===== config.mk =====
export PLATFORM = sky130hd
export DESIGN_NAME = bf_pair_feeder
export DESIGN_NICKNAME = d
export VERILOG_FILES = /design/src/rtl/fft_pkg.sv /design/src/rtl/twiddle_rom.sv /design/src/rtl/bf_pair_feeder.sv
export SDC_FILE = /design/constraint.sdc
export NUM_CORES = 1
export LEC_CHECK = 0
export ABC_AREA = 1
export ABC_CLOCK_PERIOD_IN_PS = 5300
export BUFFER_PORTS_ARGS = -buffer_cell sky130_fd_sc_hd__buf_4
export CAP_MARGIN = 0
export CORE_MARGIN = 1
export CORE_UTILIZATION = 40
export DETAILED_ROUTE_END_ITERATION = 8
export HOLD_SLACK_MARGIN = 0.05
export PLACE_DENSITY_LB_ADDON = 0.1
export SYNTH_ARGS = -nofsm -noshare
export SYNTH_HDL_FRONTEND = slang
export SYNTH_SLANG_ARGS = --single-unit

===== constraint.sdc =====
create_clock -name clk -period 5.3 [get_ports clk]
set_input_delay 1.06 -clock clk [delete_from_list [all_inputs] [get_ports clk]]
set_output_delay 1.06 -clock clk [all_outputs]
set_load 0.02 [all_outputs]

===== src/rtl/fft_pkg.sv =====
// Shared FFT types and constants: Q1.15 complex sample, fixed-point limits,
// and the elaboration-time rounding helper used to build twiddle tables.
package fft_pkg;

    typedef struct packed {
        logic signed [15:0] re;
        logic signed [15:0] im;
    } cplx_t;

    typedef enum logic {
        FILL = 1'b0,
        PAIR = 1'b1
    } state_t;

    localparam int  Q_ONE_MAX = 32767;
    localparam int  Q_NEG_ONE = -32768;
    localparam real PI        = 3.14159265358979323846;

    // Scale to 2^(width-1), round half away from zero, clip to the signed range.
    function automatic longint q_round(input real x, input int width);
        real    s;
        real    r;
        longint v;
        longint hi;
        longint lo;
        s = x * real'(longint'(1) << (width - 1));
        if (s >= 0.0) r = $floor(s + 0.5);
        else          r = -$floor(-s + 0.5);
        v = longint'(r);
        if (width == 16) begin
            hi = longint'(Q_ONE_MAX);
            lo = longint'(Q_NEG_ONE);
        end else begin
            hi = (longint'(1) << (width - 1)) - 1;
            lo = -(longint'(1) << (width - 1));
        end
        if (v > hi) v = hi;
        if (v < lo) v = lo;
        return v;
    endfunction

endpackage


===== src/rtl/twiddle_rom.sv =====
// Combinational twiddle lookup W_N^idx for idx in [0, N/2); the table is
// built entirely at elaboration so no arithmetic exists at runtime.
module twiddle_rom
    import fft_pkg::*;
#(
    parameter int WIDTH = 16,
    parameter int N     = 16
) (
    input  logic [$clog2(N)-2:0]     idx,
    output logic signed [WIDTH-1:0]  w_re,
    output logic signed [WIDTH-1:0]  w_im
);

    localparam int HALF = N / 2;

    logic signed [WIDTH-1:0] tbl_re [HALF];
    logic signed [WIDTH-1:0] tbl_im [HALF];

    for (genvar k = 0; k < HALF; k++) begin : g_tbl
        localparam real    ANG = 2.0 * PI * real'(k) / real'(N);
        localparam longint RE  = q_round($cos(ANG), WIDTH);
        localparam longint IM  = q_round(-$sin(ANG), WIDTH);
        assign tbl_re[k] = RE[WIDTH-1:0];
        assign tbl_im[k] = IM[WIDTH-1:0];
    end

    assign w_re = tbl_re[idx];
    assign w_im = tbl_im[idx];

endmodule


===== src/rtl/bf_pair_feeder.sv =====
// Radix-2 DIF stage front end: buffers the first half of each frame, then
// pairs sample k with sample k+N/2 and presents the pair with twiddle W_N^k.
//
//  state | meaning
//  FILL  | cnt MSB = 0: store incoming sample k into the half-frame buffer
//  PAIR  | cnt MSB = 1: incoming sample is b; load (buf[k], b, W^k) to output
module bf_pair_feeder
    import fft_pkg::*;
#(
    parameter int WIDTH = 16,
    parameter int N     = 16
) (
    input  logic                     clk,
    input  logic                     rst,
    input  logic                     in_valid,
    output logic                     in_ready,
    input  logic signed [WIDTH-1:0]  in_re,
    input  logic signed [WIDTH-1:0]  in_im,
    output logic                     out_valid,
    input  logic                     out_ready,
    output logic signed [WIDTH-1:0]  a_re,
    output logic signed [WIDTH-1:0]  a_im,
    output logic signed [WIDTH-1:0]  b_re,
    output logic signed [WIDTH-1:0]  b_im,
    output logic signed [WIDTH-1:0]  w_re,
    output logic signed [WIDTH-1:0]  w_im,
    output logic [$clog2(N)-2:0]     out_idx,
    output logic                     out_last
);

    localparam int                LOGN   = $clog2(N);
    localparam int                HALF   = N / 2;
    localparam logic [LOGN-2:0]   K_LAST = (LOGN-1)'(HALF - 1);

    logic [LOGN-1:0]         cnt;
    logic [LOGN-2:0]         k;
    state_t                  state;
    logic                    accept;
    logic                    load;
    logic                    buf_wr;
    logic signed [WIDTH-1:0] buf_re [HALF];
    logic signed [WIDTH-1:0] buf_im [HALF];
    logic signed [WIDTH-1:0] rom_re;
    logic signed [WIDTH-1:0] rom_im;

    assign k = cnt[LOGN-2:0];

    // The sample counter is the state register; its MSB is the FSM state.
    always_ff @(posedge clk or posedge rst) begin
        if (rst) begin
            cnt <= '0;
        end else if (accept) begin
            cnt <= cnt + LOGN'(1);
        end
    end

    always_comb begin
        state    = state_t'(cnt[LOGN-1]);
        in_ready = 1'b1;
        load     = 1'b0;
        buf_wr   = 1'b0;
        case (state)
            FILL: begin
                in_ready = 1'b1;
                buf_wr   = in_valid;
            end
            PAIR: begin
                in_ready = !out_valid || out_ready;
                load     = in_valid && (!out_valid || out_ready);
            end
            default: ;
        endcase
        accept = in_valid && in_ready;
    end

    always_ff @(posedge clk) begin
        if (buf_wr) begin
            buf_re[k] <= in_re;
            buf_im[k] <= in_im;
        end
    end

    twiddle_rom #(
        .WIDTH (WIDTH),
        .N     (N)
    ) u_rom (
        .idx  (k),
        .w_re (rom_re),
        .w_im (rom_im)
    );

    // A consume and a new load in the same cycle keep out_valid asserted.
    always_ff @(posedge clk or posedge rst) begin
        if (rst) begin
            out_valid <= 1'b0;
            a_re      <= '0;
            a_im      <= '0;
            b_re      <= '0;
            b_im      <= '0;
            w_re      <= '0;
            w_im      <= '0;
            out_idx   <= '0;
            out_last  <= 1'b0;
        end else if (load) begin
            out_valid <= 1'b1;
            a_re      <= buf_re[k];
            a_im      <= buf_im[k];
            b_re      <= in_re;
            b_im      <= in_im;
            w_re      <= rom_re;
            w_im      <= rom_im;
            out_idx   <= k;
            out_last  <= (k == K_LAST);
        end else if (out_ready) begin
            out_valid <= 1'b0;
        end
    end

endmodule


Yosys cells after proc, flatten, opt, wreduce, memory -nomap -nowiden
Memories as Yosys holds them, arrays and structs flattened. A register that Yosys moved wholly into a read port is not among the register bits.
Index checks and enable logic that the tools add are counted.
Widths: inputs -> output; s select.
{"block": "word_totals", "memories": 4, "elab_cells": 26, "romBits": 256, "output_inout_bits": 102, "ramBits": 256, "regBits": 41}
{"block": "classes", "n_eq_ne": 1, "muxes": 7, "bitwise": 2, "n_addsub": 1, "n_reduce_logical": 5}
{"memory": "(name not given)", "depth": 8, "word_bits": 16, "read_ports": 1, "rd_clocked_by_memory_dff": 1, "write_ports": 0, "line_no": "twiddle_rom.sv:28", "text": "assign w_im = tbl_im[idx];"}
{"memory": "(name not given)", "depth": 8, "word_bits": 16, "read_ports": 1, "rd_clocked_by_memory_dff": 1, "write_ports": 0, "line_no": "twiddle_rom.sv:27", "text": "assign w_re = tbl_re[idx];"}
{"memory": "buf_im", "depth": 8, "word_bits": 16, "read_ports": 1, "rd_clocked_by_memory_dff": 1, "write_ports": 1, "line_no": "bf_pair_feeder.sv:42", "text": "logic signed [WIDTH-1:0] buf_im [HALF];"}
{"memory": "buf_re", "depth": 8, "word_bits": 16, "read_ports": 1, "rd_clocked_by_memory_dff": 1, "write_ports": 1, "line_no": "bf_pair_feeder.sv:41", "text": "logic signed [WIDTH-1:0] buf_re [HALF];"}
{"operator": "$mux 1", "n": 6}
{"operator": "$add 4x1->4 const B", "n": 1}
{"operator": "$not 3->4", "n": 1}
{"operator": "$eq 3x3->1 const B", "n": 1}
{"operator": "$logic_and 1x1->1", "n": 2}
{"operator": "$pmux 1 s2", "n": 1}
{"operator": "$reduce_bool 2->1", "n": 1}
{"operator": "$logic_not 1->1", "n": 1}
{"operator": "$logic_or 1x1->1", "n": 1}
{"operator": "$not 1->1", "n": 1}

Longest topological paths before layout
{"block": "logic_depth", "ltp_word": 5, "mapped_depth": 9, "mapped_depth_nobuf": 7}

Hierarchy
A second synthesis with hierarchy kept.
{"block": "hier_totals", "hier_cells": 1489, "area_unflattened_um2": 14941.8}
{"module": "bf_pair_feeder", "area_per_inst_um2": 14555.2, "seq_area_each_um2": 10314.9, "cells_each": 1433, "instances": 1}
{"module": "twiddle_rom", "area_per_inst_um2": 386.6, "seq_area_each_um2": 0.0, "cells_each": 56, "instances": 1}

Least setup slack after synthesis
OpenSTA, ideal clock, no wires.
{"block": "synth_timing", "kind": "input -> register", "from": "input in_valid", "to": "memory buf_im[0][0], enable pin", "path_stages": 4, "n_path_buf": 0, "t_required_ns": 4.798, "slack_ns": 0.364, "t_arrival_ns": 4.435, "path_cell_list": "inv_1 -> nor2_1 -> clkinv_1 -> nor4_1"}
{"block": "synth_via", "elab_chain_len": 3}
{"item": "from (decl)", "line_no": "bf_pair_feeder.sv:15", "text": "input logic in_valid,"}
{"item": "$mux 1", "line_no": "bf_pair_feeder.sv:62", "text": "case (state)"}
{"item": "$mux 1", "line_no": "bf_pair_feeder.sv:77", "text": "if (buf_wr) begin"}
{"item": "$mux 1 (implied by the code)", "line_no": "bf_pair_feeder.sv:79", "text": "buf_im[k] <= in_im;"}
{"item": "to (decl)", "line_no": "bf_pair_feeder.sv:42"}
No other way between the ends.

Worst setup path after layout
{"block": "layout_timing", "from": "register cnt[1]", "to": "memory buf_im[6][7], enable pin"}
{"item": "from (decl)", "line_no": "bf_pair_feeder.sv:35", "text": "logic [LOGN-1:0] cnt;"}
{"item": "from (signal assigned)", "line_no": "bf_pair_feeder.sv:53", "text": "cnt <= cnt + LOGN'(1);"}
Straight into the memory's write port.

==> impl_table.tex <==
\begin{tabular}{lr}
\hline
Metric & Value \\
\hline
\multicolumn{2}{l}{\textbf{Run status}} \\
Status & completed \\
\multicolumn{2}{l}{\textbf{Floorplanning}} \\
Die height & 190 um \\
Initial Utilization & 0.408 \\
I/O pin total & $\sim$140 \\
Die outline width & 190 um \\
Core Rows & between 60 and 70 \\
Core Region & 34,700 um2 \\
Die Footprint & 36,200 um2 \\
\multicolumn{2}{l}{\textbf{Critical path}} \\
Critical path capture point type & flip-flop \\
Arrival @ worst endpoint & 3150 ps \\
Startpoint type of the worst setup path & flip-flop \\
Reg2reg setup slack & around 2300 ps \\
Peak fanout along the critical path & 33 \\
Endpoint required time on the critical path & 5470 ps \\
Setup Crit Path Kind & flip-flop to flip-flop \\
\multicolumn{2}{l}{\textbf{Synth}} \\
Top cells by area in the synthesized netlist & sky130\_fd\_sc\_hd\_\_edfxtp\_1 (54\%), sky130\_fd\_sc\_hd\_\_dfrtp\_1 (16\%), sky130\_fd\_sc\_hd\_\_nand2\_1 (12\%) \\
Total number of yosys warnings & 0 \\
Synth top cells by count & sky130\_fd\_sc\_hd\_\_nand2\_1 (436), sky130\_fd\_sc\_hd\_\_edfxtp\_1 (256), sky130\_fd\_sc\_hd\_\_inv\_1 (142) \\
Adder and majority cell fraction of the synthesized area & 0.00707 \\
Async set or reset register ratio after synthesis & 0.264 \\
Sequential cell area fraction in the yosys report & 0.705 \\
Combinational family with the most area after synthesis & simple AND/OR/NAND/NOR gates \\
XOR/XNOR Fraction of Synth Area & 0.000618 \\
Post-synthesis share of cell area spent on and, or, nand and nor gates & 0.193 \\
Cell area after synthesis & 14,200 um2 \\
Synth cell types & 25 \\
Post-synthesis cell type with the largest combined area & sky130\_fd\_sc\_hd\_\_edfxtp\_1 \\
Post-Syn Instances & 1,312 \\
Synthesized-area fraction occupied by ao, oa, aoi and oai cells & 0.0274 \\
Most frequent cell after synthesis & sky130\_fd\_sc\_hd\_\_nand2\_1 \\
Number of flops mapped to enable cells by yosys & 256 \\
Average cell area after synthesis & 10.8 um2 \\
Count of state elements after synthesis & 348 \\
Area fraction of the dominant cell type after synthesis & 0.543 \\
Share of cell area taken by muxes after synthesis & 0 \\
Main flop type after synthesis & sky130\_fd\_sc\_hd\_\_edfxtp\_1 \\
\multicolumn{2}{l}{\textbf{Routing}} \\
Wire length per cell & about 18 um \\
Iteration-0 DRC count of the detailed router & 566 \\
DRC violation count after routing & 0 \\
Post-DRT Antenna Nets & 0 \\
Via count & 9,116 \\
Final Routed Wirelength & 34,700 um \\
Drt pass-1 iters & 5 \\
Vias per cell & 4.74 \\
\multicolumn{2}{l}{\textbf{Clock network}} \\
Buffer levels on the longest clock path & 3 \\
Clk slew on worst S/H paths & 60 ps \\
Clk root buf & sky130\_fd\_sc\_hd\_\_clkbuf\_16 \\
Post\_cts resized & 0 \\
Deepest level of the CTS H-tree & 2 \\
Setup repair bufs after CTS & 0 \\
CTS tree & done \\
Source-to-sink clock delay at the later pin of the worst-skew pair & 520 ps \\
Num CTS Buffers & 39 \\
Hold-fix buffers at CTS & 0 \\
Number of sinks driven by the clock tree & 348 \\
\multicolumn{2}{l}{\textbf{STA}} \\
Max-slew violation total from the final report & 0 \\
Setup repair after global routing missed its margin & no \\
Final hold viol count & 0 \\
Slew at the pin with the worst max-slew slack & 1080 ps \\
Final Cycle Share & 0.561 \\
Fin Clk Skew & 13.4 ps \\
Max-slew headroom at the worst pin & 0.279 \\
Final Critical Period & 2970 ps \\
Finish-stage setup viols & 0 \\
Achievable frequency & 0.336 GHz \\
Setup TNS & 0 ps \\
\multicolumn{2}{l}{\textbf{Power}} \\
Worst vdd ir & 0.416 mV \\
Standby leakage power & 0.00745 uW \\
Power density of the placed cells & approximately 580 nW/um2 \\
\multicolumn{2}{l}{\textbf{Cells and area}} \\
Area occupied by multi-input gates & 3340 um2 \\
Final core utilization & 0.486 \\
Filler Cell Count & approximately 3.2k \\
Area added between synthesis and finish & 19.2\% \\
Nets & approximately 1.5k \\
Area taken by flip-flops and latches & roughly 10000 um2 \\
Final cell area excluding filler cells & 16,900 um2 \\
Fraction of final layout cells with drive strength greater than 1 & 0.158 \\
\multicolumn{2}{l}{\textbf{Global route}} \\
Global-route wire length before repair & approximately 54,000 um \\
Via count of the first global-routing pass & 8,799 \\
Maximum number of pins on one net before global-route repair & 80 \\
GR Util All Layers & 0.196 \\
Number of antenna violations at the first check in global routing & 0 \\
Congestion Overflow GR & 0 \\
\multicolumn{2}{l}{\textbf{Placed design}} \\
Estimated wirelength of the detail-placed design & 18,700 um \\
Placer Congestion & 0.716 \\
\# port buffers & 135 \\
Total cell area at the placement stage & between 15,000 and 20,000 um2 \\
\multicolumn{2}{l}{\textbf{Job}} \\
Max-cap violations & 0 \\
\multicolumn{2}{l}{\textbf{Worst hold path}} \\
Worst min path class & flip-flop to flip-flop \\
\hline
\end{tabular}
where the power goes:
group	internal (uW)	total, uW	switching (uW)
Clock	1540	2590	1050
Sequential	3490	3820	334
Combinational	1090	3310	2230
metal layers:
metal  up-vias  global-route usage  part of all wire
li1       4506                   -                 -
met4         0              0.0474             0.019
met3        49              0.0295             0.045
met1      4333               0.285              0.48
met2       228               0.309              0.45
met5         -                   0                 0
layout by cell type, fill, tap and decap left out:
master                      instances
sky130_fd_sc_hd__o31ai_1            1
sky130_fd_sc_hd__inv_1            141
sky130_fd_sc_hd__bufinv_16          2
sky130_fd_sc_hd__buf_4            158
sky130_fd_sc_hd__o21ai_0           12
sky130_fd_sc_hd__nand2_1          436
sky130_fd_sc_hd__inv_4              1
sky130_fd_sc_hd__buf_12             1
sky130_fd_sc_hd__nor2_1            67
sky130_fd_sc_hd__inv_2              3
sky130_fd_sc_hd__edfxtp_1         256
sky130_fd_sc_hd__nand3_1          138
sky130_fd_sc_hd__clkbuf_8           2
sky130_fd_sc_hd__nand3_4            1
sky130_fd_sc_hd__clkbuf_1          13
sky130_fd_sc_hd__nor4_2             4
sky130_fd_sc_hd__dfrtp_1           90
sky130_fd_sc_hd__clkinv_1          10
sky130_fd_sc_hd__or2_2              1
sky130_fd_sc_hd__conb_1             2
sky130_fd_sc_hd__clkbuf_16         41
sky130_fd_sc_hd__xor2_1             1
sky130_fd_sc_hd__nor3_2             2
sky130_fd_sc_hd__ha_1               8
sky130_fd_sc_hd__dfrtp_2            1
sky130_fd_sc_hd__dfrtp_4            1
sky130_fd_sc_hd__clkinv_2           5
sky130_fd_sc_hd__o21a_1             1
sky130_fd_sc_hd__diode_2            1
sky130_fd_sc_hd__a21boi_1          29
sky130_fd_sc_hd__nor2_4             8
sky130_fd_sc_hd__a21oi_1           19
sky130_fd_sc_hd__nand4_1           11
final timing paths:
path                            startpoint            to  depth (start not counted)
min in group asynchronous              rst      a_re[11]                          2
worst max-delay path                cnt[1]  buf_im[6][7]                          6
worst min-delay path               b_im[4]       b_im[4]                          2
worst max register to register      cnt[1]  buf_im[6][7]                          6
max in group asynchronous              rst       a_im[2]                          3
worst min register to register     b_im[4]       b_im[4]                          2
cell type report:
class / instances / share of cell area
clock buffers: 56 / 0.0653
repair buffers: 159 / 0.0715
clock inverters: 15 / 0.00675
flip-flops and latches: 348 / 0.592
diodes: 1 / 0.000148
well taps: 455 / 0.0337
multi-input cells: 741 / 0.198
inverters: 147 / 0.0329
per-stage QoR:
stage	hold WS [ps]	power (uW)	instances	setup WS [ps]
after floorplan	495	5890	1313	364
after global placement	466	7220	1850	2050
after detailed placement	467	7240	1850	1990
after CTS	482	9840	1921	2290
after global routing	499	10300	1921	2170
final	476	9720	1922	2330
logic make-up (layout without fill, tap and decap cells):
family / after synthesis / after routing
flip-flops: 348 / 348
AND/OR/NAND/NOR: 668 / 668
buffers and inverters: 224 / 377
AO/OA/AOI/OAI: 62 / 62
XOR/XNOR: 1 / 1
adder cells (fa/ha/maj): 8 / 8
other: 1 / 3
state kept, by name (all words and copies together) (netlist names), 7 cells and up:
register  flops
b_im         16
buf_im      128
w_re         12
buf_re      128
w_im          7
a_re         16
b_re         16
a_im         16
worst max-delay path: stages (launching register included):
cell,delay [ps]
sky130_fd_sc_hd__dfrtp_2,740
sky130_fd_sc_hd__nand2_1,290
sky130_fd_sc_hd__nor2_4,130
sky130_fd_sc_hd__buf_4,450
sky130_fd_sc_hd__inv_1,150
sky130_fd_sc_hd__nor2_4,410
sky130_fd_sc_hd__buf_4,430
Power figures use the tool's default switching activity.
